==> config.mk <==
export PLATFORM = sky130hd
export DESIGN_NAME = noc_packet_sink_flat
export DESIGN_NICKNAME = d
export VERILOG_FILES = /design/src/rtl/noc_packet_sink_pkg.sv /design/src/rtl/noc_packet_sink_if.sv /design/src/rtl/noc_packet_sink_sync_2ff.sv /design/src/rtl/noc_packet_sink.sv /design/src/flat_wrapper.sv
export SDC_FILE = /design/constraint.sdc
export NUM_CORES = 1
export LEC_CHECK = 0
export ABC_AREA = 1
export CAP_MARGIN = 10
export CORE_UTILIZATION = 57
export DETAILED_ROUTE_END_ITERATION = 10
export DONT_BUFFER_PORTS = 1
export GPL_ROUTABILITY_DRIVEN = 0
export PLACE_DENSITY = 0.8
export SLEW_MARGIN = 15
export SYNTH_ARGS = -nofsm -noshare
export SYNTH_HDL_FRONTEND = slang
export SYNTH_HIERARCHICAL = 1
export SYNTH_SLANG_ARGS = --single-unit
==> constraint.sdc <==
create_clock -name clk -period 12.85 [get_ports clk]
set_input_delay 2.57 -clock clk [delete_from_list [all_inputs] [get_ports clk]]
set_output_delay 2.57 -clock clk [all_outputs]
set_load 0.05 [all_outputs]
==> src/rtl/noc_packet_sink_pkg.sv <==
// Shared constants and packet/state types for the NoC receive endpoint.
package noc_pkg;
   localparam int NUM_NODES = 8;
   localparam int PKT_W = 12;
   localparam logic [3:0] TAG_BASE = 4'b0100;
   localparam logic [3:0] TAG_LAST = 4'b1011;

   typedef struct packed {
      logic [4:0] pad;
      logic [3:0] tag;
      logic [2:0] dest;
   } noc_pkt_t;

   typedef enum logic [1:0] {IDLE, DECODE, HOLD} sink_state_t;
endpackage

==> src/rtl/noc_packet_sink_if.sv <==
// Two-phase bundled-data link from the async fabric into a clocked node.
interface noc_packet_sink_if #(parameter int WIDTH = 12);
   logic             l1_req;
   logic [WIDTH-1:0] l1_data;
   logic             l1_ack;

   modport master (output l1_req, output l1_data, input l1_ack);
   modport slave  (input l1_req, input l1_data, output l1_ack);
endinterface

==> src/rtl/noc_packet_sink_sync_2ff.sv <==
// Two-flop synchroniser with async reset for the incoming two-phase request.
module sync_2ff (
   input  logic clk,
   input  logic reset,
   input  logic d,
   output logic q
);
   logic [1:0] ff;

   always_ff @(posedge clk or posedge reset) begin
      if (reset) ff <= 2'b00;
      else       ff <= {ff[0], d};
   end

   assign q = ff[1];
endmodule

==> src/rtl/noc_packet_sink.sv <==
// NoC receive endpoint: two-phase handshake, packet decode, per-source
// saturating counters and a sticky completion flag once every source hits LIMIT.
//
// state  | meaning
// IDLE   | waiting for req_s != ack, then latch bundled data
// DECODE | classify latched packet, bump one counter, pulse pkt_valid
// HOLD   | wait BL cycles, then toggle ack
module noc_packet_sink
   import noc_pkg::*;
#(
   parameter int         WIDTH      = 12,
   parameter logic [2:0] NODE_ID    = 3'b000,
   parameter int         CHECK_DEST = 1,
   parameter int         BL         = 0,
   parameter int         LIMIT      = 10000
) (
   input  logic                clk,
   input  logic                reset,
   noc_packet_sink_if.slave    l1,
   output logic                pkt_valid,
   output logic [2:0]          pkt_src,
   output logic                pkt_err,
   input  logic [2:0]          cnt_sel,
   output logic [31:0]         rx_count,
   output logic [15:0]         bad_count,
   output logic [15:0]         misroute_count,
   output logic                done
);
   localparam logic [1:0] ST_IDLE   = 2'(IDLE);
   localparam logic [1:0] ST_DECODE = 2'(DECODE);
   localparam logic [1:0] ST_HOLD   = 2'(HOLD);
   localparam int HOLD_W = (BL > 0) ? $clog2(BL + 1) : 1;
   localparam logic [HOLD_W-1:0] BL_L = HOLD_W'(BL);

   logic [1:0]        state;
   logic              req_s;
   logic              ack_r;
   logic              pending;
   logic [WIDTH-1:0]  pkt_r;
   noc_pkt_t          pkt;
   logic              well_formed;
   logic              misroute;
   logic [2:0]        src;
   logic [HOLD_W-1:0] hold_cnt;
   logic [31:0]       rx_cnt [NUM_NODES];
   logic              all_done;

   sync_2ff u_sync (.clk(clk), .reset(reset), .d(l1.l1_req), .q(req_s));

   assign pending   = req_s ^ ack_r;
   assign l1.l1_ack = ack_r;

   assign pkt         = noc_pkt_t'(pkt_r[PKT_W-1:0]);
   assign well_formed = (pkt.pad == 5'd0) && (pkt.tag >= TAG_BASE) && (pkt.tag <= TAG_LAST);
   assign misroute    = (CHECK_DEST != 0) && (pkt.dest != NODE_ID);
   // Low three bits suffice: the well-formed tag range spans exactly eight values.
   assign src         = pkt.tag[2:0] - TAG_BASE[2:0];

   always_ff @(posedge clk or posedge reset) begin
      if (reset) begin
         state     <= ST_IDLE;
         ack_r     <= 1'b0;
         pkt_r     <= '0;
         hold_cnt  <= '0;
         pkt_valid <= 1'b0;
         pkt_src   <= 3'd0;
         pkt_err   <= 1'b0;
      end else begin
         pkt_valid <= 1'b0;
         case (state)
            ST_IDLE: begin
               if (pending) begin
                  pkt_r <= l1.l1_data;
                  state <= ST_DECODE;
               end
            end
            ST_DECODE: begin
               pkt_valid <= 1'b1;
               pkt_src   <= src;
               pkt_err   <= !well_formed || misroute;
               hold_cnt  <= BL_L;
               state     <= ST_HOLD;
            end
            ST_HOLD: begin
               if (hold_cnt == '0) begin
                  ack_r <= ~ack_r;
                  state <= ST_IDLE;
               end else begin
                  hold_cnt <= hold_cnt - 1'b1;
               end
            end
            default: state <= ST_IDLE;
         endcase
      end
   end

   always_ff @(posedge clk or posedge reset) begin
      if (reset) begin
         for (int i = 0; i < NUM_NODES; i++) rx_cnt[i] <= '0;
         bad_count      <= '0;
         misroute_count <= '0;
      end else if (state == ST_DECODE) begin
         if (!well_formed) begin
            if (bad_count != '1) bad_count <= bad_count + 1'b1;
         end else begin
            if (rx_cnt[src] != '1) rx_cnt[src] <= rx_cnt[src] + 1'b1;
            if (misroute && misroute_count != '1) misroute_count <= misroute_count + 1'b1;
         end
      end
   end

   always_comb begin
      all_done = 1'b1;
      for (int i = 0; i < NUM_NODES; i++)
         if (rx_cnt[i] < 32'(LIMIT)) all_done = 1'b0;
   end

   // Sticky: stays set until reset even if LIMIT semantics change later.
   always_ff @(posedge clk or posedge reset) begin
      if (reset) done <= 1'b0;
      else       done <= done | all_done;
   end

   assign rx_count = rx_cnt[cnt_sel];
endmodule
==> src/flat_wrapper.sv <==
// flat-port wrapper written by rule: the top's interface ports become plain ports
module noc_packet_sink_flat import noc_pkg::*;
#(
   parameter int         WIDTH      = 12,
   parameter logic [2:0] NODE_ID    = 3'b000,
   parameter int         CHECK_DEST = 1,
   parameter int         BL         = 0,
   parameter int         LIMIT      = 10000
)
  (clk, reset, pkt_valid, pkt_src, pkt_err, cnt_sel, rx_count, bad_count, misroute_count, done, l1_l1_req, l1_l1_data, l1_l1_ack);
  noc_packet_sink_if #(.WIDTH(WIDTH)) l1_i ();
  input  logic clk;
  input  logic reset;
  output logic pkt_valid;
  output logic [2:0] pkt_src;
  output logic pkt_err;
  input  logic [2:0] cnt_sel;
  output logic [31:0] rx_count;
  output logic [15:0] bad_count;
  output logic [15:0] misroute_count;
  output logic done;
  input wire logic [$bits(l1_i.l1_req)-1:0] l1_l1_req;
  input wire logic [$bits(l1_i.l1_data)-1:0] l1_l1_data;
  output wire logic [$bits(l1_i.l1_ack)-1:0] l1_l1_ack;
  assign l1_i.l1_req = l1_l1_req;
  assign l1_i.l1_data = l1_l1_data;
  assign l1_l1_ack = l1_i.l1_ack;
  noc_packet_sink #(.WIDTH(WIDTH), .NODE_ID(NODE_ID), .CHECK_DEST(CHECK_DEST), .BL(BL), .LIMIT(LIMIT)) u_core (.clk(clk), .reset(reset), .l1(l1_i), .pkt_valid(pkt_valid), .pkt_src(pkt_src), .pkt_err(pkt_err), .cnt_sel(cnt_sel), .rx_count(rx_count), .bad_count(bad_count), .misroute_count(misroute_count), .done(done));
endmodule
==> Flow_metrics.wiki, run 1 <==
{| class="wikitable"
! Metric !! Value
|-
| Clock Path Buffers || 3
|-
| Launching point of the worst reg2reg path || u_core/pkt[3]
|-
| Clk sinks || 311
|-
| Remaining Overflow, GRT || 0
|-
| Reg-to-reg setup timing slack || 7.79 ns
|-
| Initial standard-cell utilization of the core || 0.584
|-
| Post-layout instance area || 0.0199 mm²
|-
| Area of placed instances || between 0.015 and 0.02 mm²
|-
| Crit path capture || rx_count[9]
|-
| Net count after synthesis || 2706
|-
| Buffer type at the clock tree root || sky130_fd_sc_hd__clkbuf_16
|-
| Total of hold buffers inserted after clock tree synthesis || 0
|-
| Number of distinct library cells after synthesis || 41
|-
| Peak ir drop on the vdd network || between 0.15 and 0.2 mV
|-
| Status || finished clean
|-
| Die Span X || 183 µm
|-
| Depth of the critical timing path with buffers and inverters included || 5
|-
| Power density over the cells || 169 mW/mm²
|-
| # fillers || 2807
|-
| Worst hold path type || flip-flop to flip-flop
|-
| Endpoints failing setup || 0
|-
| Hold Vio Cnt, Final || 0
|-
| Total iterations of the first detailed-routing run || 8
|-
| Leakage Power || ~9.4 nW
|-
| FF+latch count, synth || 311
|-
| Yosys warning total || 6
|-
| Post-CTS setup-driven buffer insertion count || 0
|-
| Worst path buffer plus inverter count || 2
|-
| CP cell instances || clkinv_2 -> buf_4 -> a21oi_1 -> a221oi_1 -> a31oi_1
|-
| Count of max-cap constraint violations || 0
|-
| TritonCTS buffer count || 36
|-
| Maximum fanout along the worst path || between 100 and 150
|-
| Post-Synthesis Cells || 2685
|-
| CP startpoint || cnt_sel[0]
|-
| Critical Path Max Stage Delay || 0.91 ns
|-
| Tot GR Track Use || 0.338
|-
| Count of vias placed by the detailed router || approximately 18000
|-
| Initial antenna violation count || 0
|-
| Pin slew with the least headroom to its limit || 1.27 ns
|-
| Layout cell share with drive strength beyond 1 || 0.0538
|-
| Startpoint types || input pin
|-
| CTS HTree Levels || 2
|-
| Largest net degree at the start of global routing || 202
|-
| Worst slew slack as a fraction of its limit || 0.147
|-
| Clock skew after layout || 0.0179 ns
|-
| Number of nets at the end of the flow || 2640
|-
| Full die area || between 0.03 and 0.04 mm²
|-
| Number of resized instances in the post-cts repair step || 0
|-
| Unrepaired setup endpoints after global routing || no
|-
| Core Box Area || 0.0318 mm²
|-
| Estimated wirelength of the detail-placed design || 35.0 mm
|-
| Number of placed instances with taps included || 3015
|-
| Quantity of I/O buffers inserted on ports || 0
|-
| Sequential area share after synthesis || 0.419
|-
| Slowest cell on crit path || sky130_fd_sc_hd__a31oi_1
|-
| DRT iter0 DRCs || 2551
|-
| Final max-slew violation count || 0
|-
| WP data required || between 10 and 15 ns
|-
| Post-route insts no fill || 3076
|-
| Setup TNS || 0 ns
|-
| Post-synth design cell area || 0.0186 mm²
|-
| Total routed wirelength || 56.1 mm
|-
| Final core occ || 0.624
|-
| Die Height || between 150 and 200 µm
|-
| Post-route minimum period || 7.71 ns
|-
| Worst endpoint data arrival time || between 5 and 6 ns
|-
| Row Count || 65
|-
| I/O pin count || 89
|-
| Antenna diode instance count || 0
|-
| Clock Pin Slew Worst Setup and Hold Paths || around 0.05 ns
|-
| RR Endpoint || u_core/rx_cnt[253]
|-
| Detailed-route wire length per cell || 18.2 µm
|-
| Area Overhead vs Synth || 6.87%
|-
| Via count of the first global-routing pass || 16900
|-
| Length in cells of the worst reg-to-reg path || 17
|-
| Final antenna-violating net count || 0
|-
| Avg Vias per Cell || 5.94
|-
| Avg Synthesized Cell Area || 6.92 µm²
|-
| Crit. End Element || output port
|-
| Fmax achieved || 130 MHz
|-
| Type of the setup path with the least slack || input pin to output port
|-
| DRC violations left || 0
|-
| CTS tree || done
|-
| Final worst-path cycle share || 0.600
|-
| Worst path top cell family by delay || buffers and inverters
|-
| Global-route wire length before repair || 89.3 mm
|-
| Insertion delay of the later-clocked pin in the worst-skew pair || between 0.5 and 0.6 ns
|}
[per-stage QoR]
step	setup WS, ns	power, mW	hold slack [ns]
after floorplan	1.74	2.04	0.331
after global placement	5.36	2.23	0.339
after detailed placement	5.29	2.26	0.347
after CTS	5.28	3.32	0.359
after global routing	5.10	3.51	0.369
final	5.14	3.35	0.359
[how the worst min path moves through the flow]
| stage | slack [ns] | cells after the start | to | start |
|---|---|---|---|---|
| floorplan | 0.33 | 0 | u_core/u_sync/ff[1] | u_core/u_sync/ff[0] |
| global placement | 0.34 | 0 | u_core/u_sync/ff[1] | u_core/u_sync/ff[0] |
| detailed placement | 0.35 | 0 | u_core/u_sync/ff[1] | u_core/u_sync/ff[0] |
| CTS | 0.36 | 0 | u_core/u_sync/ff[1] | u_core/u_sync/ff[0] |
| global route | 0.37 | 0 | u_core/u_sync/ff[1] | u_core/u_sync/ff[0] |
| finish | 0.36 | 0 | u_core/u_sync/ff[1] | u_core/u_sync/ff[0] |
[power by group]
part	internal, mW	switching [mW]	total [mW]
Sequential	1.09	0.172	1.26
Combinational	0.250	0.784	1.03
Clock	0.654	0.398	1.05
[cells in the mapped netlist (all sizes together)]
library cell | count | area, µm²
o22ai | 8 | 50.1
xor2 | 27 | 263
a221oi | 20 | 175
buf | 99 | 656
a21oi | 91 | 455
a31oi | 41 | 257
nand4 | 37 | 238
nand3b | 7 | 52.6
nand3 | 86 | 531
xnor2 | 21 | 184
nor3 | 17 | 90.1
nor4 | 25 | 156
and2 | 1 | 6.26
o21ai | 309 | 1550
o21bai | 1 | 7.51
o211ai | 1 | 7.51
nor2 | 150 | 646
nand2 | 1126 | 4280
inv | 260 | 978
clkbuf | 41 | 154
ha | 3 | 37.5
nor3b | 1 | 7.51
dfrtp | 311 | 7780
and3 | 2 | 12.5
[layout make-up]
cell class | count | area (µm²) | share of cell area
sequential | 311 | 7790 | 0.392
timing repair buffer | 36 | 303 | 0.0153
inverter | 260 | 988 | 0.0498
tap | 435 | 544 | 0.0274
multi-input combinational | 1974 | 9030 | 0.455
clock buffer | 51 | 1030 | 0.0518
clock inverter | 9 | 173 | 0.00870
[flip-flops by register name, indices dropped and copies added (netlist names)]
signal	count
u_core/pkt_err	1
u_core/done	1
u_core/state	2
u_core/bad_count	16
u_core/misroute_count	16
u_core/pkt_src	3
u_core/rx_cnt	256
u_core/pkt_valid	1
u_core/l1.l1_ack	1
u_core/pkt	12
u_core/u_sync/ff	2
[cells in the final DEF, fill, tap and decap left out, drive strengths merged, types with 36 or more instances in the layout]
| cell | instances |
|---|---|
| clkbuf | 51 |
| nand4 | 37 |
| inv | 258 |
| dfrtp | 311 |
| buf | 36 |
| a21oi | 91 |
| a31oi | 41 |
| nor2 | 150 |
| nand3 | 86 |
| o21ai | 309 |
| nand2 | 1126 |
[cell families (layout without fill, tap and decap cells)]
logic type / Yosys count / after routing / synth area share
AND/OR/NAND/NOR: 1452 / 1452 / 0.324
AO/OA/AOI/OAI: 471 / 471 / 0.135
buffers and inverters: 400 / 356 / 0.0963
flip-flops: 311 / 311 / 0.419
XOR/XNOR: 48 / 48 / 0.0240
adder cells (fa/ha/maj): 3 / 3 / 0.00202
[metal layers]
metal	track usage	wire length, µm
met4	0.156	2670
met5	0	0
met1	0.455	21900
met3	0.0780	6980
met2	0.519	24500
(Power assumes the default switching activity.)
==> run 2: changes to the inputs <==
- clock period: 12.85 -> 7.3 ns (I/O delays scaled with it)
==> run 2 against run 1 <==
Total power grew 73%. Final area shrank 0.18%. Wire length is essentially flat. Largest power group unchanged. Sequential power grew 76%. Final cell count grew 0.23%. Register-to-register slack lost 5.4 ns. Largest cell class unchanged. Clock-buffer cell count grew 1. Clock power grew 67%. Worst hold slack lost 0.0073 ns.
==> Flow_metrics.wiki, run 2 (synthesis results as in run 1) <==
{| class="wikitable"
! Metric !! Value
|-
| Status || finished clean
|-
| Hold Vio Cnt, Final || 0 (unchanged)
|-
| Length in cells of the worst reg-to-reg path || 17 (unchanged)
|-
| Worst path buffer plus inverter count || 2 (unchanged)
|-
| Count of vias placed by the detailed router || 18200 (-0.27%)
|-
| Hold path cells || 0 (unchanged)
|-
| Estimated wirelength of the detail-placed design || 35.5 mm (+1.4%)
|-
| Total of hold buffers inserted after clock tree synthesis || 0 (unchanged)
|-
| Largest net degree at the start of global routing || 150 (-26%)
|-
| Full die area || 0.0333 mm² (unchanged)
|-
| Detailed-route wire length per cell || 18.2 µm (-0.13%)
|-
| Worst hold path type || flip-flop to flip-flop
|-
| DRC violations left || 0 (unchanged)
|-
| Most common cell after layout, fill and taps aside || sky130_fd_sc_hd__nand2_1
|-
| Largest registers in the final layout || u_core/rx_cnt (256), u_core/bad_count (16), u_core/misroute_count (16)
|-
| Buffer type at the clock tree root || sky130_fd_sc_hd__clkbuf_16
|-
| I/O pin count || 89 (unchanged)
|-
| Reg-to-reg setup timing slack || 2.36 ns (-5.43 ns)
|-
| Crit. End Element || output port
|-
| DR WL met2 || 24.7 mm (+0.55%)
|-
| DRT iter0 DRCs || 2562 (+0.43%)
|-
| Via count of the first global-routing pass || 17100 (+0.97%)
|-
| Count of max-cap constraint violations || 0 (unchanged)
|-
| Remaining Overflow, GRT || 0 (unchanged)
|-
| Pin slew with the least headroom to its limit || 1.30 ns (+0.0231 ns)
|-
| Number of resized instances in the post-cts repair step || 0 (unchanged)
|-
| Insertion delay of the later-clocked pin in the worst-skew pair || 0.52 ns (about the same)
|-
| Row Count || 65 (unchanged)
|-
| Clock skew after layout || 0.0168 ns (-0.00116 ns)
|-
| Leakage Power || 9.38 nW (-0.12%)
|-
| Global-route wire length before repair || 90.0 mm (+0.77%)
|-
| Power density over the cells || 292 mW/mm² (+73%)
|-
| Setup TNS || 0 ns (unchanged)
|-
| Total routed wire length on the met1 layer || 22.0 mm (+0.62%)
|-
| Post-CTS setup-driven buffer insertion count || 0 (unchanged)
|-
| Register containing the most flip-flops in the final layout || u_core/rx_cnt
|-
| Fmax achieved || around 180 MHz
|-
| Antenna diode instance count || 0 (unchanged)
|-
| Final worst-path cycle share || 0.744
|-
| Post-route minimum period || around 5.4 ns
|-
| Commonest non-fill, non-tap cells in the layout || 1113 x sky130_fd_sc_hd__nand2_1, 310 x sky130_fd_sc_hd__dfrtp_1, 248 x sky130_fd_sc_hd__inv_1
|-
| CP cell instances || clkinv_2 -> buf_4 -> a21oi_1 -> a221oi_1 -> a31oi_1
|-
| CTS HTree Levels || 2 (unchanged)
|-
| Met3 wire length || 7.06 mm (+1.1%)
|-
| CTS tree || done
|-
| Die Span X || 183 µm (unchanged)
|-
| Number of nets at the end of the flow || 2646 (+0.23%)
|-
| Post-route worst hold slack || 0.352 ns (-0.00727 ns)
|-
| Launching point of the worst reg2reg path || u_core/pkt[3]
|-
| RR Endpoint || u_core/rx_cnt[18]
|-
| Initial standard-cell utilization of the core || 0.584 (unchanged)
|-
| Maximum fanout along the worst path || 149 (unchanged)
|-
| TritonCTS buffer count || 36 (unchanged)
|-
| Die Height || 183 µm (unchanged)
|-
| Avg Vias per Cell || 5.91 (-0.50%)
|-
| Peak ir drop on the vdd network || 0.318 mV (+97%)
|-
| Largest register FFs || 256 (unchanged)
|-
| Core Box Area || 0.0318 mm² (unchanged)
|-
| Worst slew slack as a fraction of its limit || 0.132 (-0.0155)
|-
| Clock Path Buffers || 3 (unchanged)
|-
| Tot GR Track Use || 0.341 (+0.00308)
|-
| Final max-slew violation count || 0 (unchanged)
|-
| Clock Pin Slew Worst Setup and Hold Paths || 0.06 ns (about the same)
|-
| Initial antenna violation count || 1 (+1)
|-
| Slowest cell on crit path || sky130_fd_sc_hd__a31oi_1
|-
| Layout cell share with drive strength beyond 1 || 0.0555 (+0.00175)
|-
| Total routed wirelength || 56.1 mm (about the same)
|-
| Worst Hold Path EP || u_core/u_sync/ff[1]
|-
| Worst path top cell family by delay || buffers and inverters
|-
| Clk sinks || 311 (unchanged)
|-
| Unrepaired setup endpoints after global routing || no
|-
| # fillers || 2793 (-0.50%)
|-
| Area Overhead vs Synth || 6.68%
|-
| Worst endpoint data arrival time || 3.97 ns (-1.17 ns)
|-
| Quantity of I/O buffers inserted on ports || 0 (unchanged)
|-
| Final antenna-violating net count || 0 (unchanged)
|-
| Type of the setup path with the least slack || input pin to output port
|-
| Startpoint types || input pin
|-
| WP data required || 5.84 ns (-4.44 ns)
|-
| Uppermost layer routed || met5
|-
| Critical Path Max Stage Delay || 0.89 ns (-0.02 ns)
|-
| Startpoint of the worst hold path || u_core/u_sync/ff[0]
|-
| Total iterations of the first detailed-routing run || 7 (-1)
|-
| Endpoints failing setup || 0 (unchanged)
|}
==> run 2: worst max-delay path by stage <==
| stage | from | to | slack (ns) | depth (start not counted) |
|---|---|---|---|---|
| detailed placement | cnt_sel[0] | rx_count[8] | 2.00 | 5 |
| finish | cnt_sel[0] | rx_count[8] | 1.87 | 5 |
| floorplan | reset | u_core/bad_count[0] | 1.73 | 1 |
| CTS | cnt_sel[0] | rx_count[8] | 2.01 | 5 |
| global placement | cnt_sel[0] | rx_count[8] | 2.09 | 5 |
| global route | cnt_sel[0] | rx_count[9] | 1.77 | 5 |
==> run 2: cell type report <==
| type | instances | area (µm²) | area share |
|---|---|---|---|
| timing repair buffer | 42 | 353 | 0.0178 |
| sequential | 311 | 7790 | 0.393 |
| tap | 435 | 544 | 0.0275 |
| clock buffer | 52 | 1020 | 0.0516 |
| clock inverter | 9 | 101 | 0.00511 |
| multi-input combinational | 1974 | 9020 | 0.455 |
| inverter | 260 | 985 | 0.0497 |
==> run 2: where the power goes <==
group / total (mW) / internal, mW / switching, mW
clock network: 1.75 / 1.04 / 0.710
logic: 1.82 / 0.446 / 1.37
registers: 2.22 / 1.91 / 0.305
total: 5.79 / 3.40 / 2.39
==> run 2: per-stage QoR <==
stage	util	instance area, µm²	setup WS (ns)	power (mW)	cells
2_1_floorplan	-	18600	1.73	3.59	2685
3_5_place_dp	0.587	18700	2.00	4.00	3021
4_1_cts	0.622	19800	2.01	5.75	3082
3_3_place_gp	0.587	18700	2.09	3.94	3021
6_report	0.623	19800	1.87	5.79	3083
5_1_grt	0.623	19800	1.77	6.08	3083
==> run 2: worst register-to-register path: stages (launching register included) <==
cell	delay, ns
sky130_fd_sc_hd__dfrtp_4	0.81
sky130_fd_sc_hd__clkinv_2	0.82
sky130_fd_sc_hd__nand2_1	0.32
sky130_fd_sc_hd__nand2_1	0.09
sky130_fd_sc_hd__nand2_1	0.06
sky130_fd_sc_hd__nand2_1	0.06
sky130_fd_sc_hd__nand2_1	0.05
sky130_fd_sc_hd__nand2_1	0.34
sky130_fd_sc_hd__ha_1	0.40
sky130_fd_sc_hd__inv_1	0.10
sky130_fd_sc_hd__nor2_2	0.07
sky130_fd_sc_hd__nand2_2	0.14
sky130_fd_sc_hd__nor2_8	0.09
sky130_fd_sc_hd__nand2_8	0.17
sky130_fd_sc_hd__nand2_4	0.11
sky130_fd_sc_hd__nor2_1	1.02
sky130_fd_sc_hd__nand2_1	0.13
sky130_fd_sc_hd__nand2_1	0.10
==> run 2: metal layers <==
metal  track usage  vias up
met3        0.0768      181
met2         0.522     1178
li1              -     8432
met5             0        -
met4         0.153        2
met1         0.464     8439
==> RTL change 1: new RTL, config.mk and constraints of run 2 <==
`LIMIT` is set to 10000 in 2 places; all go to 7500.
--- a/src/rtl/noc_packet_sink.sv
+++ b/src/rtl/noc_packet_sink.sv
@@ -13,5 +13,5 @@
    parameter int         CHECK_DEST = 1,
    parameter int         BL         = 0,
-   parameter int         LIMIT      = 10000
+   parameter int         LIMIT      = 7500
 ) (
    input  logic                clk,
--- a/src/flat_wrapper.sv
+++ b/src/flat_wrapper.sv
@@ -6,5 +6,5 @@
    parameter int         CHECK_DEST = 1,
    parameter int         BL         = 0,
-   parameter int         LIMIT      = 10000
+   parameter int         LIMIT      = 7500
 )
   (clk, reset, pkt_valid, pkt_src, pkt_err, cnt_sel, rx_count, bad_count, misroute_count, done, l1_l1_req, l1_l1_data, l1_l1_ack);
Behaviour: same outputs for any inputs over 4 cycles, from zero or initial values and one cycle with reset high; that may be too few to reach the edited logic, so the function may still have changed.
==> RTL change 1 against run 2 <==
First-iteration DRC count rose by 16%. Combinational power rose by 3%. Sequential cell count did not move. Count of clock-buffer cells in the layout rose by 4. Design area rose by 2.3%. Die area rose by 0.17%. Routed wire length rose by 6.1%. Worst setup slack improved by 0.28 ns. Synthesized cell count rose by 6.2%. Synthesized area rose by 0.17%. Highest routed layer is now met4. Clock power rose by 8%. Power rose by 3.8%. Critical path depth fell by 1.
==> RTL change 1: results (changes against run 2) <==
[grt]
grt_max_degree = 186  ; +24%
grt_pass1_wl_um = 94700  ; +5.3%
grt_pass1_vias = 17841  ; +4.4%
grt_usage_pct = 36.1  ; +1.9 points
grt_antenna_before_repair = 0  ; -1

[setup_path]
cpLargestDelayFamily = compound AO/OA/AOI/OAI gates
crit_slowest_cell = a31oi_1
slowest_delay_ns = 0.98  ; +0.09 ns
cp_data_arrival_time_ns = 3.69  ; -0.28 ns
crit_fanout = 131  ; -12%

[detailed_routing]
drt-initial-drc-count = 2976  ; +16%
wl_per_cell_um = 18.2  ; -0.12%
dr.pass1.iters = 8  ; +1
vias = 19150  ; +5.0%

[clocking]
root_buffer = clkbuf_16
clk_path_buf_depth = 3  ; unchanged
cts.clk_slew.worst_paths_ns = 0.06  ; about the same
cts_resized = 0  ; unchanged
cts_made_buffers = 37  ; +2.8%
h-tree-depth = 2  ; unchanged
postCtsSetupRepairBufs = 0  ; unchanged
clkLatencyLatePin_ns = 0.55  ; +0.03 ns

[logic_synthesis]
synth_area_leaders = dfrtp_1, nand2_1, o21ai_0
yosysWarnings = 6  ; unchanged
synth_cell_types = 33  ; -20%
ys_seq_area_share_pct = 41.8  ; -0.070 points
synth-async-reset-ratio_pct = 100  ; unchanged
synth_area_per_cell_um2 = 6.53  ; -5.7%
syn_nets = 2872  ; +6.1%
netlist_top_cells_count = nand2_1, dfrtp_1, inv_1

[placed_design]
port_buffers = 0  ; unchanged
place_inst = 3208  ; +6.2%
hpwlAfterDp_um = 39400  ; +11%
place_ws_ns = 2.22  ; +0.213 ns

[finish]
reg.largest.list = u_core/rx_cnt x256, u_core/bad_count x16, u_core/misroute_count x16
layout.nets = 2833  ; +7.1%
drive_above_1_share_pct = 4.93  ; -0.62 points
antenna_cells = 0  ; unchanged
final_cells = 3275  ; +6.2%

[power_and_ir_drop]
ir_drop_v = 0.000312  ; -1.7%
power_leakage_nw = 10.5  ; +11%

[outcome]
status = finished, final reports clean

[sta]
finClkSkew_ns = 0.0165  ; -0.000268 ns
relSlewSlack_pct = 18.1  ; +4.9 points
hold_violations = 0  ; unchanged

[worst_hold_path]
worstHoldPathType = reg2reg

RTL change 1: changes by cell type after synthesis, moves of 11 or more:
cell      change
buf_2        +29
buf_4        -38
buf_6        -12
clkbuf_1     +17
inv_1        -17
nand2_1     +279
nand3_1      +36
nand4_1      -17
nor2_1       +43
o21ai_0      -34
o21ai_1      -82
xor2_1       +11
RTL change 1: cell type report:
type / instances / area [um2]
clock inverters: 11 / 160
multi-input cells: 2167 / 9360
clock buffers: 56 / 1080
well taps: 435 / 544
inverters: 239 / 903
flip-flops and latches: 311 / 7790
fillers: 2855 / 11500
repair buffers: 56 / 445
RTL change 1: cells by family after synthesis:
kind of cell / synth area share (%)
buf+inv: 8.00
fa+ha+maj: 0.202
flops: 41.8
xor+xnor: 2.31
simple gates: 38.0
compound gates: 9.68
RTL change 1: path summary, 6_finish.rpt:
| check | start | end | slack, ns | depth (start not counted) |
|---|---|---|---|---|
| setup / recovery | cnt_sel[0] | rx_count[19] | 2.15 | 4 |
| hold / removal | u_core/u_sync/ff[0] | u_core/u_sync/ff[1] | 0.37 | 0 |
| setup reg to reg | u_core/pkt[3] | u_core/rx_cnt[22] | 2.22 | 17 |
| hold reg to reg | u_core/u_sync/ff[0] | u_core/u_sync/ff[1] | 0.37 | 0 |
| max in group asynchronous | reset | u_core/rx_cnt[137] | 4.77 | 3 |
| min in group asynchronous | reset | u_core/u_sync/ff[1] | 0.65 | 1 |
RTL change 1: stage by stage:
step | hold WS, ns | cell area, um2
2_1_floorplan | 0.331 | 18600
3_3_place_gp | 0.339 | 19000
3_5_place_dp | 0.355 | 19000
4_1_cts | 0.353 | 20300
5_1_grt | 0.357 | 20300
6_report | 0.366 | 20300
RTL change 1: report_power, final:
part	internal [mW]	leakage (nW)	switching, mW
registers	1.92	4.29	0.309
clock network	1.13	0.607	0.762
logic	0.462	5.56	1.42
RTL change 1: layer usage:
metal	vias up	GRT usage (%)	routed length (um)
li1	8842	-	-
met1	8858	48.5	23800
met2	1260	55.3	26400
met3	190	8.80	7000
met4	0	16.2	2380
met5	-	0	0
RTL change 1: worst reg2reg max path: cells and delay by family, from the launching register on:
kind / cells / cell delay [ns]
simple gates: 10 / 2.17
flops: 1 / 0.74
compound gates: 1 / 0.10
buf+inv: 5 / 1.81
fa+ha+maj: 1 / 0.17
==> RTL change 2: new RTL, config.mk and constraints of run 2 <==
Without the edit above. Reset style: synchronous (`reset`), changed in 4 clocked blocks. Comments in the files are not updated.
--- a/src/rtl/noc_packet_sink_sync_2ff.sv
+++ b/src/rtl/noc_packet_sink_sync_2ff.sv
@@ -8,5 +8,5 @@
    logic [1:0] ff;
 
-   always_ff @(posedge clk or posedge reset) begin
+   always_ff @(posedge clk) begin
       if (reset) ff <= 2'b00;
       else       ff <= {ff[0], d};
--- a/src/rtl/noc_packet_sink.sv
+++ b/src/rtl/noc_packet_sink.sv
@@ -57,5 +57,5 @@
    assign src         = pkt.tag[2:0] - TAG_BASE[2:0];
 
-   always_ff @(posedge clk or posedge reset) begin
+   always_ff @(posedge clk) begin
       if (reset) begin
          state     <= ST_IDLE;
@@ -95,5 +95,5 @@
    end
 
-   always_ff @(posedge clk or posedge reset) begin
+   always_ff @(posedge clk) begin
       if (reset) begin
          for (int i = 0; i < NUM_NODES; i++) rx_cnt[i] <= '0;
@@ -117,5 +117,5 @@
 
    // Sticky: stays set until reset even if LIMIT semantics change later.
-   always_ff @(posedge clk or posedge reset) begin
+   always_ff @(posedge clk) begin
       if (reset) done <= 1'b0;
       else       done <= done | all_done;
Formal check against the unedited RTL: not equivalent (a bounded check fails within 10 cycles, from zero or initial values and one cycle with reset high; the reset may be asserted at any time).
==> RTL change 2 against run 2 <==
Worst setup slack got worse by 0.39 ns. Sequential cell count unchanged. First-iteration DRC count fell by 1.4%. Design area shrank 3.0%. Via count fell by 6.9%. Routed wire length shrank 2.9%. Synthesized area shrank 2.4%. Count of clock-buffer cells in the layout down 10. Critical path type is now reg2reg. Critical path depth increased by 13.
Power is not compared: it rests on default switching activity, and its combinational part moved more than twofold at a synthesized area within 25%.
==> RTL change 2: results (changes against run 2) <==
[outcome]
status = finished, final reports clean

[setup_path]
crit_path_start = u_core/pkt[3]
r2r_slack_ns = 1.48  ; -0.88 ns
crit_slowest_cell = nand2_1
cpLargestDelayFamily = simple AND/OR/NAND/NOR gates
cp-endpoint = u_core/rx_cnt[5][13]

[logic_synthesis]
syn_nets = 2413  ; -11%
netlist_top_cells_count = nand2_1, nor2_1, edfxtp_1
synth_cell_types = 42  ; +2.4%
synth_area_leaders = edfxtp_1, nand2_1, nor2_1
synth_flop_cell = edfxtp_1

[detailed_routing]
vias_per_cell = 6.14  ; +3.9%
wirelength_um = 54500  ; -2.9%

[placed_design]
place_ws_ns = 1.77  ; -0.235 ns
hpwlAfterDp_um = 34500  ; -2.9%

[grt]
grt_max_degree = 120  ; -20%
grt_usage_pct = 33.1  ; -1.0 points

[sta]
fin_crit_sh_pct = 79.7  ; +5.4 points
holdWs_ns = 0.408  ; +0.0560 ns
max_slew.worst_pin.slew_ns = 1.18  ; -0.119 ns
finClkSkew_ns = 0.0140  ; -0.00276 ns

[finish]
final_cells = 2763  ; -10%
drive_above_1_share_pct = 5.58  ; +0.025 points

[clocking]
cts_made_buffers = 34  ; -5.6%

[worst_hold_path]
holdPathEnd = u_core/u_sync/ff[1]

-- RTL change 2: changes by cell type after synthesis, sizes merged, moves of 24 or more --
cell	before	now
buf	99	75
dfrtp	311	0
dfxtp	0	55
edfxtp	0	256
inv	260	183
nand2	1126	709
nor2	150	514
o21ai	309	194
-- RTL change 2: worst reg2reg max path: stages, from the launching register on --
cell     delay [ns]
dfxtp_4        0.97
inv_4          0.75
nand2_1        0.22
nand2_1        0.06
nand2_1        0.06
nand2_1        0.08
nand2_1        0.06
nand2_1        0.27
ha_1           0.33
inv_1          0.06
nor2_1         0.04
nand2_1        0.15
inv_1          0.08
nand2_2        0.14
nor2_8         0.08
nand3_4        0.19
nand3_4        0.50
nand2_1        1.00
buf_4          0.43
-- RTL change 2: area by class of cell --
class	instances	area share, %
Clock buffer	42	4.68
Clock inverter	17	1.03
Inverter	183	3.59
Multi-Input combinational cell	1768	40.6
Sequential cell	311	45.7
Tap cell	396	2.58
Timing Repair Buffer	46	1.80
-- RTL change 2: layer usage --
layer	part of all wire [%]	up-vias	global-route usage, %
li1	-	7730	-
met1	37	7717	43.3
met2	44	1296	52.0
met3	14	226	7.86
met4	4.6	0	15.4
met5	0	-	0
-- RTL change 2: cells by family after synthesis --
kind of cell | synth area share (%)
AND/OR/NAND/NOR | 30.9
adder cells (fa/ha/maj) | 0.207
flip-flops | 48.5
buffers and inverters | 8.45
XOR/XNOR | 0.966
AO/OA/AOI/OAI | 11.0
-- RTL change 2: power breakdown --
| part | leakage, nW | internal [mW] | switching (mW) |
|---|---|---|---|
| Clock | 0.540 | 1.02 | 0.699 |
| Combinational | 4.11 | 0.151 | 0.502 |
| Sequential | 3.09 | 1.97 | 0.0612 |
| Total | 7.74 | 3.15 | 1.26 |
